[src/rtl/freq_count_pkg.sv]
// Shared types and constants for the frequency counter measurement controller.
package freq_count_pkg;

    typedef enum logic [1:0] {
        COUNT = 2'd0,
        TENS  = 2'd1,
        UNITS = 2'd2
    } state_e;

    typedef logic [3:0] bcd_t;

    localparam int MAX_DISPLAY = 99;
    localparam int DIGIT_BASE  = 10;
    // Narrowest work register that can hold MAX_DISPLAY.
    localparam int WORK_W      = 7;

endpackage

[src/rtl/bcd_split.sv]
// Splits a clamped count (0..99) into BCD tens/units by repeated subtraction of
// DIGIT_BASE, one subtraction per cycle, with a done strobe on the final cycle.
module bcd_split
    import freq_count_pkg::*;
(
    input  logic              clk,
    input  logic              reset_n,
    input  logic              i_start,
    input  logic              i_clear,
    input  logic [WORK_W-1:0] i_work,
    output bcd_t              o_tens,
    output bcd_t              o_units,
    output logic              o_done
);
    logic [WORK_W-1:0] r_work;
    bcd_t              r_tens_acc;
    logic              r_busy;
    logic              w_ge_base;

    assign w_ge_base = (r_work >= WORK_W'(DIGIT_BASE));

    always_ff @(posedge clk or negedge reset_n) begin
        if (!reset_n) begin
            r_work     <= '0;
            r_tens_acc <= '0;
            r_busy     <= 1'b0;
        end else if (i_clear) begin
            r_work     <= '0;
            r_tens_acc <= '0;
            r_busy     <= 1'b0;
        end else if (i_start) begin
            r_work     <= i_work;
            r_tens_acc <= '0;
            r_busy     <= 1'b1;
        end else if (r_busy) begin
            if (w_ge_base) begin
                r_work     <= r_work - WORK_W'(DIGIT_BASE);
                r_tens_acc <= r_tens_acc + 4'd1;
            end else begin
                r_busy <= 1'b0;
            end
        end
    end

    // Done is the cycle the remainder drops below one digit; the digits are final then.
    assign o_done  = r_busy && !w_ge_base;
    assign o_tens  = r_tens_acc;
    assign o_units = r_work[3:0];

endmodule

[src/rtl/freq_count_ctrl.sv]
// Frequency counter measurement controller: gated edge counting, BCD conversion
// and publication of the result with a one-cycle valid strobe.
module freq_count_ctrl
    import freq_count_pkg::*;
#(
    parameter int COUNT_W     = 7,
    parameter int PERIOD_W    = 12,
    parameter int GATE_CYCLES = 1200
) (
    input  logic                clk,
    input  logic                reset_n,
    input  logic                enable,
    input  logic                edge_pulse,
    input  logic [PERIOD_W-1:0] period_in,
    input  logic                period_load,
    output logic [3:0]          tens,
    output logic [3:0]          units,
    output logic                overflow,
    output logic                valid
);
    localparam logic [COUNT_W-1:0] EDGE_MAX = '1;

    state_e              r_state;
    state_e              w_next_state;
    logic [PERIOD_W-1:0] r_cyc_cnt;
    logic [PERIOD_W-1:0] r_active_period;
    logic [PERIOD_W-1:0] r_pending_period;
    logic [COUNT_W-1:0]  r_edge_cnt;
    logic [COUNT_W-1:0]  w_edge_next;
    logic [31:0]         w_final;
    logic                w_clamp;
    logic                w_window_end;
    logic                w_start;
    logic                w_done;
    logic                r_ovf;
    logic [WORK_W-1:0]   w_work;
    bcd_t                w_split_tens;
    bcd_t                w_split_units;
    bcd_t                r_tens;
    bcd_t                r_units;
    logic                r_overflow;

    assign w_edge_next  = (edge_pulse && (r_edge_cnt != EDGE_MAX)) ? r_edge_cnt + COUNT_W'(1) : r_edge_cnt;
    assign w_final      = 32'(w_edge_next);
    assign w_clamp      = (w_final > 32'(MAX_DISPLAY));
    assign w_work       = w_clamp ? WORK_W'(MAX_DISPLAY) : WORK_W'(w_final);
    assign w_window_end = (r_state == COUNT) && (r_cyc_cnt == r_active_period - PERIOD_W'(1));
    assign w_start      = enable && w_window_end;

    bcd_split u_bcd_split (
        .clk     (clk),
        .reset_n (reset_n),
        .i_start (w_start),
        .i_clear (!enable),
        .i_work  (w_work),
        .o_tens  (w_split_tens),
        .o_units (w_split_units),
        .o_done  (w_done)
    );

    always_ff @(posedge clk or negedge reset_n) begin
        if (!reset_n) begin
            r_state <= COUNT;
        end else begin
            r_state <= w_next_state;
        end
    end

    always_comb begin
        w_next_state = r_state;
        case (r_state)
            COUNT:   if (w_window_end) w_next_state = TENS;
            TENS:    if (w_done) w_next_state = UNITS;
            UNITS:   w_next_state = COUNT;
            default: w_next_state = COUNT;
        endcase
        if (!enable) begin
            w_next_state = COUNT;
        end
    end

    // Edges arriving outside COUNT are discarded; the next window starts from zero.
    always_ff @(posedge clk or negedge reset_n) begin
        if (!reset_n) begin
            r_cyc_cnt  <= '0;
            r_edge_cnt <= '0;
            r_ovf      <= 1'b0;
        end else if (!enable) begin
            r_cyc_cnt  <= '0;
            r_edge_cnt <= '0;
        end else if (r_state == COUNT) begin
            if (w_window_end) begin
                r_cyc_cnt  <= '0;
                r_edge_cnt <= '0;
                r_ovf      <= w_clamp;
            end else begin
                r_cyc_cnt  <= r_cyc_cnt + PERIOD_W'(1);
                r_edge_cnt <= w_edge_next;
            end
        end else begin
            r_cyc_cnt  <= '0;
            r_edge_cnt <= '0;
        end
    end

    // Active period picks up the pending value that existed before any same-cycle load.
    always_ff @(posedge clk or negedge reset_n) begin
        if (!reset_n) begin
            r_pending_period <= PERIOD_W'(GATE_CYCLES);
            r_active_period  <= PERIOD_W'(GATE_CYCLES);
        end else begin
            if (period_load) begin
                r_pending_period <= (period_in == '0) ? PERIOD_W'(1) : period_in;
            end
            if (r_state == UNITS) begin
                r_active_period <= r_pending_period;
            end
        end
    end

    always_ff @(posedge clk or negedge reset_n) begin
        if (!reset_n) begin
            r_tens     <= '0;
            r_units    <= '0;
            r_overflow <= 1'b0;
        end else if (enable && (r_state == TENS) && w_done) begin
            r_tens     <= w_split_tens;
            r_units    <= w_split_units;
            r_overflow <= r_ovf;
        end
    end

    assign tens     = r_tens;
    assign units    = r_units;
    assign overflow = r_overflow;
    assign valid    = (r_state == UNITS);

endmodule

[config.mk]
export PLATFORM = sky130hd
export DESIGN_NAME = freq_count_ctrl
export DESIGN_NICKNAME = d
export VERILOG_FILES = /design/src/rtl/freq_count_pkg.sv /design/src/rtl/bcd_split.sv /design/src/rtl/freq_count_ctrl.sv
export SDC_FILE = /design/constraint.sdc
export NUM_CORES = 1
export LEC_CHECK = 0
export ABC_AREA = 1
export CAP_MARGIN = 15
export CORE_AREA = 10 10 90 92
export CTS_CLUSTER_SIZE = 30
export DETAILED_ROUTE_END_ITERATION = 10
export DIE_AREA = 0 0 100 102
export GPL_ROUTABILITY_DRIVEN = 0
export PLACE_DENSITY = 0.79
export RECOVER_POWER = 50
export SYNTH_ARGS = -nofsm -noshare
export SYNTH_HDL_FRONTEND = slang
export SYNTH_SLANG_ARGS = --single-unit
export TNS_END_PERCENT = 20
[constraint.sdc]
create_clock -name clk -period 2.8 [get_ports clk]
set_input_delay 0.56 -clock clk [delete_from_list [all_inputs] [get_ports clk]]
set_output_delay 0.56 -clock clk [all_outputs]
set_load 0.01 [all_outputs]
== Yosys cells after proc, flatten, opt, wreduce, memory -nomap -nowiden ==
Index checks and enable logic that the tools add are counted.

* Bits in registers: 67
* Input port bits: 17
* Output and inout bits: 10

* $add $sub $neg: 5
* Order comparisons: 2
* Eq/ne operators: 8
* Mux-type cells: 25
* Reductions and logical operators: 12

{| class="wikitable"
|+ Operators by type and width
! kind !! count
|-
| 2-to-1 mux 7 bit || 9
|-
| 2-to-1 mux 12 bit || 4
|-
| 2-to-1 mux 4 bit || 4
|-
| adder 12 x 1 -> 12 bit, second input constant || 1
|-
| equality test 12 bit || 1
|-
| logical NOT 12 bit || 1
|-
| subtractor 12 x 1 -> 12 bit, second input constant || 1
|-
| adder 7 x 1 -> 7 bit, second input constant || 1
|-
| greater-or-equal comparator 7 x 4 -> 1 bit, second input constant || 1
|-
| greater-than comparator 7 bit, second input constant || 1
|-
| != test 7 bit, second input constant || 1
|-
| subtractor 7 x 4 -> 7 bit, second input constant || 1
|-
| logical AND 1 bit || 6
|-
| 2-to-1 mux 2 bit || 3
|-
| != test 3 x 1 -> 1 bit, second input constant || 2
|-
| != test 3 bit, second input constant || 2
|-
| adder 4 x 1 -> 4 bit, second input constant || 1
|-
| 2-to-1 mux 1 bit || 4
|-
| case mux 2 bit (2 select lines) || 1
|-
| AND reduction 2 bit || 2
|-
| AND reduction 3 bit || 1
|-
| equality test 2 x 1 -> 1 bit, second input constant || 1
|-
| equality test 2 bit, second input constant || 1
|-
| logical NOT 2 bit || 1
|-
| logical NOT 1 bit || 1
|}

== Depth between registers and ports, before layout ==
* Depth in word-level cells: 7
* Mapped depth: 16
* Gate-level depth less buffers: 15

== Cells and area by module ==
Synthesis repeated with hierarchy kept, for this count alone.

* Cells, all modules: 542
* Area total of the unflattened synthesis: 3878.7 um2

{| class="wikitable"
|+ By module, submodules not included
! module !! times used !! cells an instance !! area an instance (um2) !! seq. area each (um2)
|-
| freq_count_ctrl || 1 || 432 || 3089.2 || 1386.3
|-
| bcd_split || 1 || 110 || 789.5 || 300.3
|}

== Least setup slack after synthesis ==
OpenSTA, ideal clock, no wires.

* Path type: register to register
* Start: register r_active_period[0]
* End: register r_cyc_cnt[9]
* Setup time: 0.121 ns
* Data arrival time: 1.908 ns
* Setup slack: 0.771 ns
* Cell stages (with the launch flop): 17
* Path buffers: 1
* Period minus slack after synthesis: 2.029 ns
* Cells stage by stage: dfrtp_1 inv_1 ha_1 nand2_1 nor2_1 nand2_1 nand2_1 nand2_1 nand2_1 nand2_1 nor2_2 nand3_2 nand2_4 inv_2 nand2_4 buf_12 nor2_2

* Word-level cells in the longest chain between the ends: 6

{| class="wikitable"
|+ Ends and longest elaborated chain
! item !! RTL line !! text
|-
| from (decl) || freq_count_ctrl.sv:26 || <nowiki>logic [PERIOD_W-1:0] r_active_period;</nowiki>
|-
| from (signal assigned) || freq_count_ctrl.sv:110 || <nowiki>r_active_period <= PERIOD_W'(GATE_CYCLES);</nowiki>
|-
| from (signal assigned) || freq_count_ctrl.sv:116 || <nowiki>r_active_period <= r_pending_period;</nowiki>
|-
| subtractor 12 x 1 -> 12 bit || freq_count_ctrl.sv:47 || <nowiki>assign w_window_end = (r_state == COUNT) && (r_cyc_cnt == r_active_period - PERIOD_W'(1));</nowiki>
|-
| equality test 12 bit || freq_count_ctrl.sv:47 ||
|-
| logical AND 1 bit || freq_count_ctrl.sv:47 ||
|-
| 2-to-1 mux 12 bit || freq_count_ctrl.sv:92 || <nowiki>if (w_window_end) begin</nowiki>
|-
| 2-to-1 mux 12 bit || freq_count_ctrl.sv:91 || <nowiki>end else if (r_state == COUNT) begin</nowiki>
|-
| 2-to-1 mux 12 bit || freq_count_ctrl.sv:88 || <nowiki>end else if (!enable) begin</nowiki>
|-
| to (signal assigned) || freq_count_ctrl.sv:97 || <nowiki>r_cyc_cnt <= r_cyc_cnt + PERIOD_W'(1);</nowiki>
|-
| to (decl) || freq_count_ctrl.sv:25 || <nowiki>logic [PERIOD_W-1:0] r_cyc_cnt;</nowiki>
|}

Every way passes these cells.
A chain may end at the register's enable or synchronous reset.

== Worst setup path after layout ==
* Start: register r_active_period[0]
* End: register r_cyc_cnt[11]

Same word-level chain as after synthesis.

==> results.cfg <==
[synth]
yosysMostFrequentCell = nand2_1
synth_area_leaders = dfrtp_1 (40%), nand2_1 (14%), inv_1 (6.3%)
syn_nets = 495
avgSynthCellArea_um2 = 7.727
synth_top_area_frac = 0.4040
synth-seq-cells = 67
synth_edf_count = 0
synthArstFlopShare = 1.000
synth_area_mm2 = 0.003655
synth_cell_type_count = 29
synth_top_cell_by_area = dfrtp_1
ys_seq_area_frac = 0.4615
synth_cells = 473
synth_ff_type = dfrtp_1
yosysWarnings = 0
synth_commonest_cells = nand2_1 (133), inv_1 (61), dfrtp_1 (59), o21ai_0 (42), nor2_1 (40)

[clock_tree]
cts-resized-gates = 0
cts_tree = built
htree_levels = 3
clk_pin_slew_ps = 70
cts_made_buffers = 9
clk_path_buf_depth = 2
numClockSinks = 67
cts_hold_buf = 0
cts_root_buf = clkbuf_8
postCtsSetupBuffers = 0
clock_latency_ps = 350

[timing]
period_share = 0.8240
fin_crit_ps = 2307
final_max_slew_viol_count = 68
relSlewSlack = -0.08774
hold_violations = 0
fmax_mhz = 433.4
tightest_slew_ps = 1632
layout_setup_ws_ps = 492.8
rsz0062_at_grt = no
setup_viol = 0
setup-tns-final_ps = 0
skew_ps = 9.015

[route]
ant_nets = 0
drtIter0Drc = 172
remaining_drc_errors = 0
drt-total-wl_mm = 7.979
via_count = 3083
via_per_inst = 5.243
dr.pass1.iters = 5
routedWlPerCell_um = 13.57

[run_status]
outcome = finished with violations
violations = max-capacitance violations, max-slew violations

[place]
io_buffers = 26
pre_cts_slack_ps = 494.0
dpl_cell_area_mm2 = 0.003999
hpwl_mm = 5.862

[setup_path]
crit_fanout = 18
crit_required_ps = 3030
r2r-end = r_cyc_cnt[11]
startpoint_type = flip-flop
timing.rr.start = r_active_period[0]
r2r_slack_ps = 490
ff2ff_path_depth = 15
worstSetupEndpointType = flip-flop
setup.worst_path.class = reg -> reg
arrival_ps = 2540

[min_path]
holdPathStages = 2
hold_class = reg -> reg
min_to = overflow
hp-start = overflow

[cells_and_area]
area_delta_synth_final_pct = 13.93
drive_gt1_frac = 0.1135
n_antenna_cell = 0
fin_nets = 528
design_area_mm2 = 0.004164
fillerInstances = 538

[job]
drv_cap = 1

[grt]
gr-total-overflow = 0
grt_pass1_vias = 3066
antenna_found_initial = 0
grt_pass1_wl_mm = 13.54
grt_max_degree = 68
grt_use_total = 0.1639

[floorplanning]
num_rows = 29
dieWidth_um = 100
start_util = 0.5822
die_h_um = 102
die_area_mm2 = 0.01020
pin_count = 27
coreArea_mm2 = 0.006277

[power_and_ir_drop]
leakagePower_nw = 2.020
ir_drop_v = 0.0003504
p_per_area_mw_per_mm2 = 454.1
power_w = 0.001891
[through the flow]
step | cells | hold WS, ps | utilization
after CTS | 588 | 235.7 | 0.6663
after detailed placement | 572 | 464.4 | 0.6370
after global routing | 588 | 505.7 | 0.6633
after global placement | 572 | 460.9 | 0.6370
final | 588 | 479.1 | 0.6633
after floorplan | 473 | 264.4 | -
[critical path, stage by stage (launching register included)]
cell and delay, ps:
dfrtp_1 380, inv_1 150, ha_1 300, nand2_1 100, nor2_1 170, nand2_1 70
nand2_1 70, nand2_1 50, nand2_1 60, nand2_1 70, nor2_2 150, nand3_2 150
nand2_4 120, inv_2 60, nand2_4 210, nor2_1 80
[layout make-up]
type                    instances  area [µm²]  area share
repair buffers                 29       271.5     0.06520
flip-flops and latches         67        1687      0.4050
multi-input cells             335        1685      0.4047
well taps                      77       96.34     0.02314
inverters                      64       240.2     0.05769
clock inverters                 1       7.507    0.001803
clock buffers                  15       176.4     0.04237
[per-layer routing]
layer  vias up  track usage  wire length, µm
met1      1427       0.2006             3675
met2        85       0.2658             3728
li1       1557            -                -
met3        14      0.04318              416
met5         -            0                0
met4         0      0.07609              157
[cells by family after synthesis]
family | share of synthesized area
multiplexers | 0.002739
flip-flops | 0.4615
XOR/XNOR | 0.05717
buffers and inverters | 0.07737
AO/OA/AOI/OAI | 0.06197
AND/OR/NAND/NOR | 0.3221
adder cells (fa/ha/maj) | 0.01712
[worst max path at each step]
stage / depth (start not counted) / startpoint / endpoint
CTS: 15 / r_active_period[0] / r_cyc_cnt[11]
global route: 15 / r_active_period[0] / r_edge_cnt[3]
floorplan: 16 / r_active_period[0] / r_cyc_cnt[9]
global placement: 15 / r_active_period[0] / r_cyc_cnt[11]
finish: 15 / r_active_period[0] / r_cyc_cnt[11]
detailed placement: 15 / r_active_period[0] / r_cyc_cnt[11]
[sequential cells by signal, summed over array words and instances, names as in the netlist]
signal	flops
overflow	1
r_active_period	12
r_cyc_cnt	12
r_edge_cnt	7
r_ovf	1
r_pending_period	12
r_state	2
tens	4
u_bcd_split.o_tens	4
u_bcd_split.r_busy	1
u_bcd_split.r_work	7
units	4
[placed cells by master, fill, tap and decap left out, drive strengths merged]
cell	n
o21ai	42
nand3	40
clkinvlp	1
a21oi	2
nand3b	1
xor2	16
dfrtp	59
dfstp	8
buf	2
nor4	4
nand4	10
xnor2	7
nand2	137
inv	64
mux2i	1
ha	5
a31oi	1
nor3	4
or2	2
nor2	62
clkdlybuf4s50	25
and3	1
clkbuf	17
[report_power, final]
group | internal [W] | switching, W | total, W
logic | 0.0000456 | 0.0000770 | 0.000123
registers | 0.000996 | 0.0000156 | 0.00101
clock network | 0.000396 | 0.000361 | 0.000757
Power figures use the tool's default switching activity.
